==> src/rtl/pal_loader.sv <==
// Packs a downloaded palette byte stream (R,G,B per entry) into 24-bit palette writes.
// Optional PAL_LOADER_CHECKSUM_EN adds pal_checksum, a 16-bit sum of the stored bytes.
//
// state   | meaning
// S_IDLE  | waiting for a dl_active rising edge (live or latched)
// S_RECV  | accepting download bytes
// S_FLUSH | dl_active fell; draining a pending write, then finalising status
module pal_loader #(
   parameter int NUM_ENTRIES = 64,
   parameter int WRITE_GAP   = 2,
   parameter int ADDR_W      = 25
) (
   input  logic              clk,
   input  logic              reset,
   input  logic              dl_active,
   input  logic              dl_wr,
   input  logic [ADDR_W-1:0] dl_addr,
   input  logic [7:0]        dl_data,
   output logic              dl_wait,
   output logic              load_color,
   output logic [23:0]       load_color_data,
   output logic [5:0]        load_color_index,
   output logic              pal_busy,
   output logic              pal_valid,
   output logic              pal_error
`ifdef PAL_LOADER_CHECKSUM_EN
   ,
   output logic [15:0]       pal_checksum
`endif
);

   localparam logic [ADDR_W-1:0] NBYTES = ADDR_W'(3 * NUM_ENTRIES);
   localparam int GAP_W = (WRITE_GAP > 1) ? $clog2(WRITE_GAP) : 1;
   localparam logic [GAP_W-1:0] GAP_RELOAD = GAP_W'(WRITE_GAP - 1);

   typedef enum logic [1:0] {S_IDLE, S_RECV, S_FLUSH} state_t;

   state_t            state, state_nxt;
   logic              act_q, rise_pend, err_lock, full;
   logic [ADDR_W-1:0] cnt;
   logic [1:0]        phase;
   logic [5:0]        idx, hold_idx;
   logic [7:0]        r_q, g_q;
   logic [23:0]       hold_data;
   logic [GAP_W-1:0]  gap;
   logic              rise, start, gap_exp, issue, take, addr_ok, store, finish;

   assign rise    = dl_active & ~act_q;
   assign start   = (state == S_IDLE) & (rise | rise_pend);
   assign gap_exp = (gap == '0);
   assign issue   = full & gap_exp;
   // Stall while the gap runs, and never let a B byte land on an occupied holding register.
   assign dl_wait = full & (~gap_exp | (phase == 2'd2));
   assign take    = (state == S_RECV) & dl_active & dl_wr & ~dl_wait & ~err_lock;
   assign addr_ok = (dl_addr == cnt);
   assign store   = take & addr_ok & (cnt < NBYTES);
   assign finish  = (state == S_FLUSH) & ~full;

   always_ff @(posedge clk or posedge reset) begin
      if (reset) state <= S_IDLE;
      else       state <= state_nxt;
   end

   always_comb begin
      state_nxt = state;
      case (state)
         S_IDLE:  if (start)      state_nxt = S_RECV;
         S_RECV:  if (!dl_active) state_nxt = S_FLUSH;
         S_FLUSH: if (!full)      state_nxt = S_IDLE;
         default:                 state_nxt = S_IDLE;
      endcase
   end

   always_ff @(posedge clk or posedge reset) begin
      if (reset) begin
         // Previous-level preset high: a download left running across reset is not restarted.
         act_q            <= 1'b1;
         rise_pend        <= 1'b0;
         err_lock         <= 1'b0;
         full             <= 1'b0;
         cnt              <= '0;
         phase            <= 2'd0;
         idx              <= 6'd0;
         r_q              <= 8'd0;
         g_q              <= 8'd0;
         hold_data        <= 24'd0;
         hold_idx         <= 6'd0;
         gap              <= '0;
         load_color       <= 1'b0;
         load_color_data  <= 24'd0;
         load_color_index <= 6'd0;
         pal_busy         <= 1'b0;
         pal_valid        <= 1'b0;
         pal_error        <= 1'b0;
`ifdef PAL_LOADER_CHECKSUM_EN
         pal_checksum     <= 16'd0;
`endif
      end else begin
         act_q      <= dl_active;
         load_color <= issue;

         if (start)                         rise_pend <= 1'b0;
         else if (state != S_IDLE && rise)  rise_pend <= 1'b1;

         if (issue) begin
            load_color_data  <= hold_data;
            load_color_index <= hold_idx;
            gap              <= GAP_RELOAD;
         end else if (!gap_exp) begin
            gap <= gap - 1'b1;
         end

         if (store && phase == 2'd2) begin
            full      <= 1'b1;
            hold_data <= {r_q, g_q, dl_data};
            hold_idx  <= idx;
         end else if (issue) begin
            full <= 1'b0;
         end

         if (start) begin
            cnt       <= '0;
            phase     <= 2'd0;
            idx       <= 6'd0;
            err_lock  <= 1'b0;
            pal_valid <= 1'b0;
            pal_error <= 1'b0;
            pal_busy  <= 1'b1;
`ifdef PAL_LOADER_CHECKSUM_EN
            pal_checksum <= 16'd0;
`endif
         end else if (take) begin
            if (!addr_ok) begin
               pal_error <= 1'b1;
               err_lock  <= 1'b1;
            end else if (cnt != '1) begin
               cnt <= cnt + 1'b1;
            end
            if (store) begin
               if (phase == 2'd0) r_q <= dl_data;
               if (phase == 2'd1) g_q <= dl_data;
               if (phase == 2'd2) begin
                  phase <= 2'd0;
                  idx   <= idx + 1'b1;
               end else begin
                  phase <= phase + 1'b1;
               end
`ifdef PAL_LOADER_CHECKSUM_EN
               pal_checksum <= pal_checksum + {8'd0, dl_data};
`endif
            end
         end else if (finish) begin
            pal_valid <= ~pal_error & (cnt >= NBYTES);
            if (cnt < NBYTES) pal_error <= 1'b1;
            pal_busy <= 1'b0;
         end
      end
   end

endmodule

==> config.mk <==
export PLATFORM = sky130hd
export DESIGN_NAME = pal_loader
export DESIGN_NICKNAME = d
export VERILOG_FILES = /design/src/rtl/pal_loader.sv
export SDC_FILE = /design/constraint.sdc
export NUM_CORES = 1
export LEC_CHECK = 0
export BUFFER_PORTS_ARGS = -buffer_cell sky130_fd_sc_hd__buf_2
export CORE_AREA = 2 2 142 144
export DETAILED_ROUTE_END_ITERATION = 7
export DIE_AREA = 0 0 144 146
export HOLD_SLACK_MARGIN = 0.12
export PLACE_DENSITY = 0.47
export SLEW_MARGIN = 20
export SYNTH_ARGS = -nofsm -noshare
export SYNTH_HDL_FRONTEND = slang
export SYNTH_SLANG_ARGS = --single-unit
==> constraint.sdc <==
create_clock -name clk -period 3.3 [get_ports clk]
set_clock_uncertainty 0.2 [all_clocks]
set_input_delay 0.165 -clock clk [delete_from_list [all_inputs] [get_ports clk]]
set_output_delay 0.165 -clock clk [all_outputs]
set_load 0.1 [all_outputs]
==> results.toml, run 1 <==
[yosys]
ys_seq_elements = 119
ys.flop_type = "dfrtp_1"
async_reset_ff_frac = 1.00
synth_top_area_cell = "dfrtp_1"
ys_top_cells_by_area = "dfrtp_1 55%, mux2_2 16%, xnor2_1 4.4%"
syn_area_sq_um = 5400
synth_area_per_cell_sq_um = 12.0
synth_top_area_frac = 0.547
ys_types = 45
synth_nets = 489
yosysSeqAreaShare = 0.552
yosysWarnings = 0
syn_inst = 449
synth_enable_flop_cells = 0

[layout]
fin_nets = 577
final_cell_mix = "118 x dfrtp_1, 76 x mux2_2, 71 x buf_2"
area_delta_synth_final_pct = 26.0
final_common_cell = "dfrtp_1"
diodes = 0
fin_area_sq_um = 6800
drive_above_1_share = 0.359

[run]
maxCapViolCount = 0

[clock_tree]
h-tree-depth = 4
cts_tree = "built"
postCtsSetupRepairBufs = 0
cts.sinks = 119
cts_root_buf = "clkbuf_16"
clkTransAtPathRegs_ns = 0.05
insertion_delay_ns = 0.41
cts_made_buffers = 17
cts.path.max_buffers = 2

[critical_path]
required_ns = 3.39
critPathMaxFanout = 36
critPathArrivalTime_ns = 2.82
crit_type = "flop to flop"
endpoint_kind = "flop"
cp-start-kind = "flop"

[route]
detail-route-antenna-nets = 0
drt_pass1_iterations = 4
viasPerCell = 4.65
initialDrtViolationCount = 204
wire_per_inst_um = 14.9
post-route-drc-count = 0
vias = 3788
wl_mm = 12.2

[worst_hold_path]
hold_path.class = "input port to flop"

[placed_design]
io_buffers = 71
place.gp.congestion = 0.806
dp_hpwl_mm = 8.16
place_area_sq_um = 6090

[global_route]
grt_max_degree = 120
grt_antenna_before_repair = 0
grt_pass1_wl_mm = 20.2
grt-ovfl-total = 0
grt_pass1_vias = 3864
track_usage = 0.124

[floorplan]
num_rows = 51
start_util = 0.279
top_level_ports = 72
die_y_um = 146
die_w_um = 144
die_area_sq_um = 21000
core_sq_um = 19300

[sta]
worst_pin_slew_ns = 0.738
period_share = 0.827
setup_viol = 0
fin_tns_setup_ns = 0
max_freq_mhz = 366
timing.hold.ws_ns = 0.185
drv_slew = 0
rsz0062_at_grt = "false"
period_needed_ns = 2.73
slew_headroom = 0.507
finalHoldViolations = 0

[run_status]
outcome = "finished clean"

[power]
irDropWorstVdd_uv = 319
p_per_area_nw_per_um2 = 549
p_leak_nw = 3.13
## layout make-up
| cell class | count | area [sq um] |
|---|---|---|
| fill | 1911 | 12500 |
| sequential | 119 | 2980 |
| multi-input combinational | 305 | 2320 |
| timing repair buffer | 88 | 533 |
| clock buffer | 24 | 492 |
| tap | 265 | 332 |
| clock inverter | 7 | 118 |
| inverter | 6 | 26.3 |
## path summary, 6_finish.rpt
check                                     start                              end  slack [ns]  cells after the start
max                         cnt[15]$_DFFE_PP0P_         hold_data[3]$_DFFE_PP0P_        0.57                      6
min                                       dl_wr              cnt[24]$_DFFE_PP0P_        0.18                      4
max reg2reg                 cnt[15]$_DFFE_PP0P_         hold_data[3]$_DFFE_PP0P_        0.57                      6
min reg2reg                pal_busy$_DFFE_PP0P_             pal_busy$_DFFE_PP0P_        0.29                      2
max in group asynchronous                 reset  load_color_data[19]$_DFFE_PP0P_        2.13                      4
min in group asynchronous                 reset  load_color_data[23]$_DFFE_PP0P_        0.28                      4
## critical path: stages, from the launching register on
cell and delay, ns:
dfrtp_1 0.45, nor4_1 0.34, nand3_1 0.21, nor4_2 0.50, and4_1 0.30, buf_12 0.23, mux2_2 0.37
## metal layers
layer | share of wire | wire, um | track usage
met5 | 0 | 0 | 0
met1 | 0.47 | 5730 | 0.161
met3 | 0.037 | 450 | 0.0392
met2 | 0.48 | 5780 | 0.194
met4 | 0.016 | 197 | 0.0466
## stage by stage
stage | util | setup WS (ns) | std cells | power, mW
floorplan | - | 0.131 | 449 | 1.75
global placement | 0.315 | 0.622 | 773 | 1.85
detailed placement | 0.315 | 0.544 | 773 | 1.86
CTS | 0.351 | 0.529 | 814 | 3.79
global route | 0.351 | 0.319 | 814 | 3.90
finish | 0.351 | 0.569 | 814 | 3.73
## flip-flops by register name, summed over array words and instances (netlist names), 2 cells and up
signal and count:
state 2, idx 6, load_color_data 24, g_q 8, load_color_index 6, hold_data 24
hold_idx 6, r_q 8, cnt 25, phase 2
## timing repair
action                                 4_1_cts  5_1_grt
hold buffers                                10        0
gates resized for setup                      0        0
endpoints found under the hold margin      146        0
## power breakdown
part | leakage, nW | switching (mW) | internal (mW)
registers | 1.65 | 0.0276 | 1.49
logic | 1.19 | 0.230 | 0.0833
clock network | 0.289 | 0.634 | 1.26
## synthesized netlist by cell type, types with 4 or more instances
master	instances
a21oi_1	24
buf_4	4
clkbuf_1	12
dfrtp_1	118
inv_1	6
mux2_2	76
nand2_1	26
nand2b_1	4
nand3_1	19
nand4_1	12
nor2_1	17
nor3_1	7
nor4_1	4
o211ai_1	4
o21ai_0	16
o31ai_1	9
or3_1	17
or4_1	7
xnor2_1	27
## cell families (layout without fill, tap and decap cells)
group,after synthesis,after routing,share of synthesized area
adders and majority gates,3,3,0.00696
and+or+nand+nor,136,136,0.146
buffers and inverters,25,125,0.0209
xor gates and xnor gates,27,27,0.0438
AOI/OAI and AO/OA,60,60,0.0656
DFF,119,119,0.552
muxes,79,79,0.164
No activity file was read; power rests on OpenSTA's default activity.
==> inputs of run 2 (changes only) <==
--- a/config.mk
+++ b/config.mk
@@ -10,7 +10,7 @@
 export DETAILED_ROUTE_END_ITERATION = 7
 export DIE_AREA = 0 0 144 146
 export HOLD_SLACK_MARGIN = 0.12
-export PLACE_DENSITY = 0.47
+export PLACE_DENSITY = 0.45
 export SLEW_MARGIN = 20
 export SYNTH_ARGS = -nofsm -noshare
 export SYNTH_HDL_FRONTEND = slang
==> constraint.sdc (replaced) <==
create_clock -name clk -period 2.6 [get_ports clk]
set_clock_uncertainty 0.2 [all_clocks]
set_input_delay 0.13 -clock clk [delete_from_list [all_inputs] [get_ports clk]]
set_output_delay 0.13 -clock clk [all_outputs]
set_load 0.1 [all_outputs]
==> results.toml, run 2 (same netlist as run 1, synthesis figures left out) <==
[route]
detail-route-antenna-nets = 0
drt_pass1_iterations = 4
wl_mm = 12.9
vias = 3923
wire_per_inst_um = 15.1
initialDrtViolationCount = 228
viasPerCell = 4.60
post-route-drc-count = 0

[power]
irDropWorstVdd_uv = 409
internal-power_mw = 3.46
clkPwrFrac = 0.495
combinationalPowerShare = 0.095
p_leak_nw = 3.40
switchingPower_mw = 1.21
power_mw = 4.67
p_per_area_nw_per_um2 = 641
p_seq_frac = 0.410
swShare = 0.260

[placed_design]
pre_cts_slack_ns = -0.0209
io_buffers = 71
place_inst = 799
dp_hpwl_mm = 8.61
place.gp.congestion = 0.805

[critical_path]
cp_top_family = "simple AND/OR/NAND/NOR gates"
ff2ff_setup_slack_ns = 0.1
worstPathCellList = "xnor2_1 -> nand4_1 -> nor4_4 -> buf_4 -> buf_4 -> and4_4 -> buf_12 -> mux2_2"
crit_top_cell = "buf_4"
crit_type = "flop to flop"
critPathArrivalTime_ns = 2.60
endpoint_kind = "flop"
max_stage_delay_ns = 0.44
crit_buf_inv = 3
critPathMaxFanout = 18
cp-start-kind = "flop"
slowest_stage = "dfrtp_1"
required_ns = 2.70

[sta]
setup_viol = 0
fin_tns_setup_ns = 0
period_needed_ns = 2.50
worst_pin_slew_ns = 0.809
period_share = 0.963
timing.hold.ws_ns = 0.208
drv_slew = 0
finalHoldViolations = 0
finalWorstSetupSlack_ns = 0.0975
rsz0062_at_grt = "true"
max_freq_mhz = 400
slew_headroom = 0.459

[layout]
area_delta_synth_final_pct = 35.2
final_common_cell = "dfrtp_1"
drive_above_1_share = 0.442
diodes = 0
fin_nets = 616
stdcell_count = 853
largest_reg_flops = 25
largest_registers = "cnt: 25 flops, hold_data: 24 flops, load_color_data: 24 flops"
top_register = "cnt"
fillCellCount = 1918
final_cell_mix = "110 x dfrtp_1, 76 x mux2_2, 71 x buf_2"
regArea_sq_um = 2990
multiInputGateArea_sq_um = 2410

[global_route]
grt_pass1_vias = 4034
grt-ovfl-total = 0
grt_antenna_before_repair = 0
grt_max_degree = 51
grt_pass1_wl_mm = 20.9
track_usage = 0.129

[clock_tree]
cts_tree = "built"
cts.path.max_buffers = 2
cts_made_buffers = 17
insertion_delay_ns = 0.41
clkTransAtPathRegs_ns = 0.06
cts_root_buf = "clkbuf_16"
h-tree-depth = 4
cts.sinks = 119

[floorplan]
top_level_ports = 72
die_w_um = 144
core_sq_um = 19300
die_y_um = 146
num_rows = 51
die_area_sq_um = 21000
start_util = 0.279

[run_status]
outcome = "finished clean"

[run]
maxCapViolCount = 0

[worst_hold_path]
hold_path.class = "input port to async pin"
[run 2: cell types whose count changed in the layout (fill, tap and decap cells not counted), sizes merged]
cell         change
clkinvlp         +1
clkinv           +3
buf             +36
bufinv           -1
clkbuf           -4
dlygate4sd3      +1
inv              +3
[run 2: metrics by stage]
stage	util	area [sq um]
finish	0.377	7290
global route	0.377	7290
CTS	0.367	7100
detailed placement	0.328	6340
global placement	0.328	6340
floorplan	-	5410
[run 2: timing repair]
| action | CTS | global route |
|---|---|---|
| pin swaps | 2 | 9 |
| hold buffers | 11 | 0 |
| setup buffers | 3 | 6 |
| gates resized for setup | 4 | 21 |
| endpoints found under the setup margin | 35 | 57 |
| gates cloned | 1 | 2 |
| hold endpoints to repair | 60 | 0 |
[run 2: layout make-up]
class / count / area share
Multi-Input combinational cell: 305 / 0.331
Sequential cell: 119 / 0.410
Clock buffer: 18 / 0.0602
Clock inverter: 13 / 0.0202
Inverter: 6 / 0.00360
Timing Repair Buffer: 127 / 0.130
Tap cell: 265 / 0.0455
[run 2: worst paths after layout]
| kind | start | to | depth (start not counted) |
|---|---|---|---|
| hold / removal | reset | load_color_data[15]$_DFFE_PP0P_ | 3 |
| max in group asynchronous | reset | hold_data[17]$_DFFE_PP0P_ | 4 |
| hold reg to reg | pal_busy$_DFFE_PP0P_ | pal_busy$_DFFE_PP0P_ | 2 |
| setup reg to reg | cnt[11]$_DFFE_PP0P_ | hold_data[13]$_DFFE_PP0P_ | 8 |
| setup / recovery | cnt[11]$_DFFE_PP0P_ | hold_data[13]$_DFFE_PP0P_ | 8 |
| min in group clk | dl_addr[20] | idx[5]$_DFFE_PP0P_ | 7 |
[run 2: layer usage]
layer  track usage  vias up  routed length [um]
li1              -     1889                   -
met1         0.168     1964                5970
met2         0.201       56                6310
met3        0.0319       14                 419
met4        0.0574        0                 164
met5             0        -                   0
[run 2: worst reg2reg max path, stage by stage, from the launching register on]
cell and delay, ns:
dfrtp_1 0.44, xnor2_1 0.18, nand4_1 0.15, nor4_4 0.28
buf_4 0.18, buf_4 0.12, and4_4 0.28, buf_12 0.18
mux2_2 0.36
[run 2: power groups by stage]
stage / sequential, mW / combinational, mW / clock (mW)
final: 1.91 / 0.443 / 2.31
after global placement: 1.95 / 0.422 / 0
after detailed placement: 1.95 / 0.430 / 0
after CTS: 1.91 / 0.445 / 2.38
after floorplan: 2.05 / 0.173 / 0
after global routing: 1.92 / 0.481 / 2.48
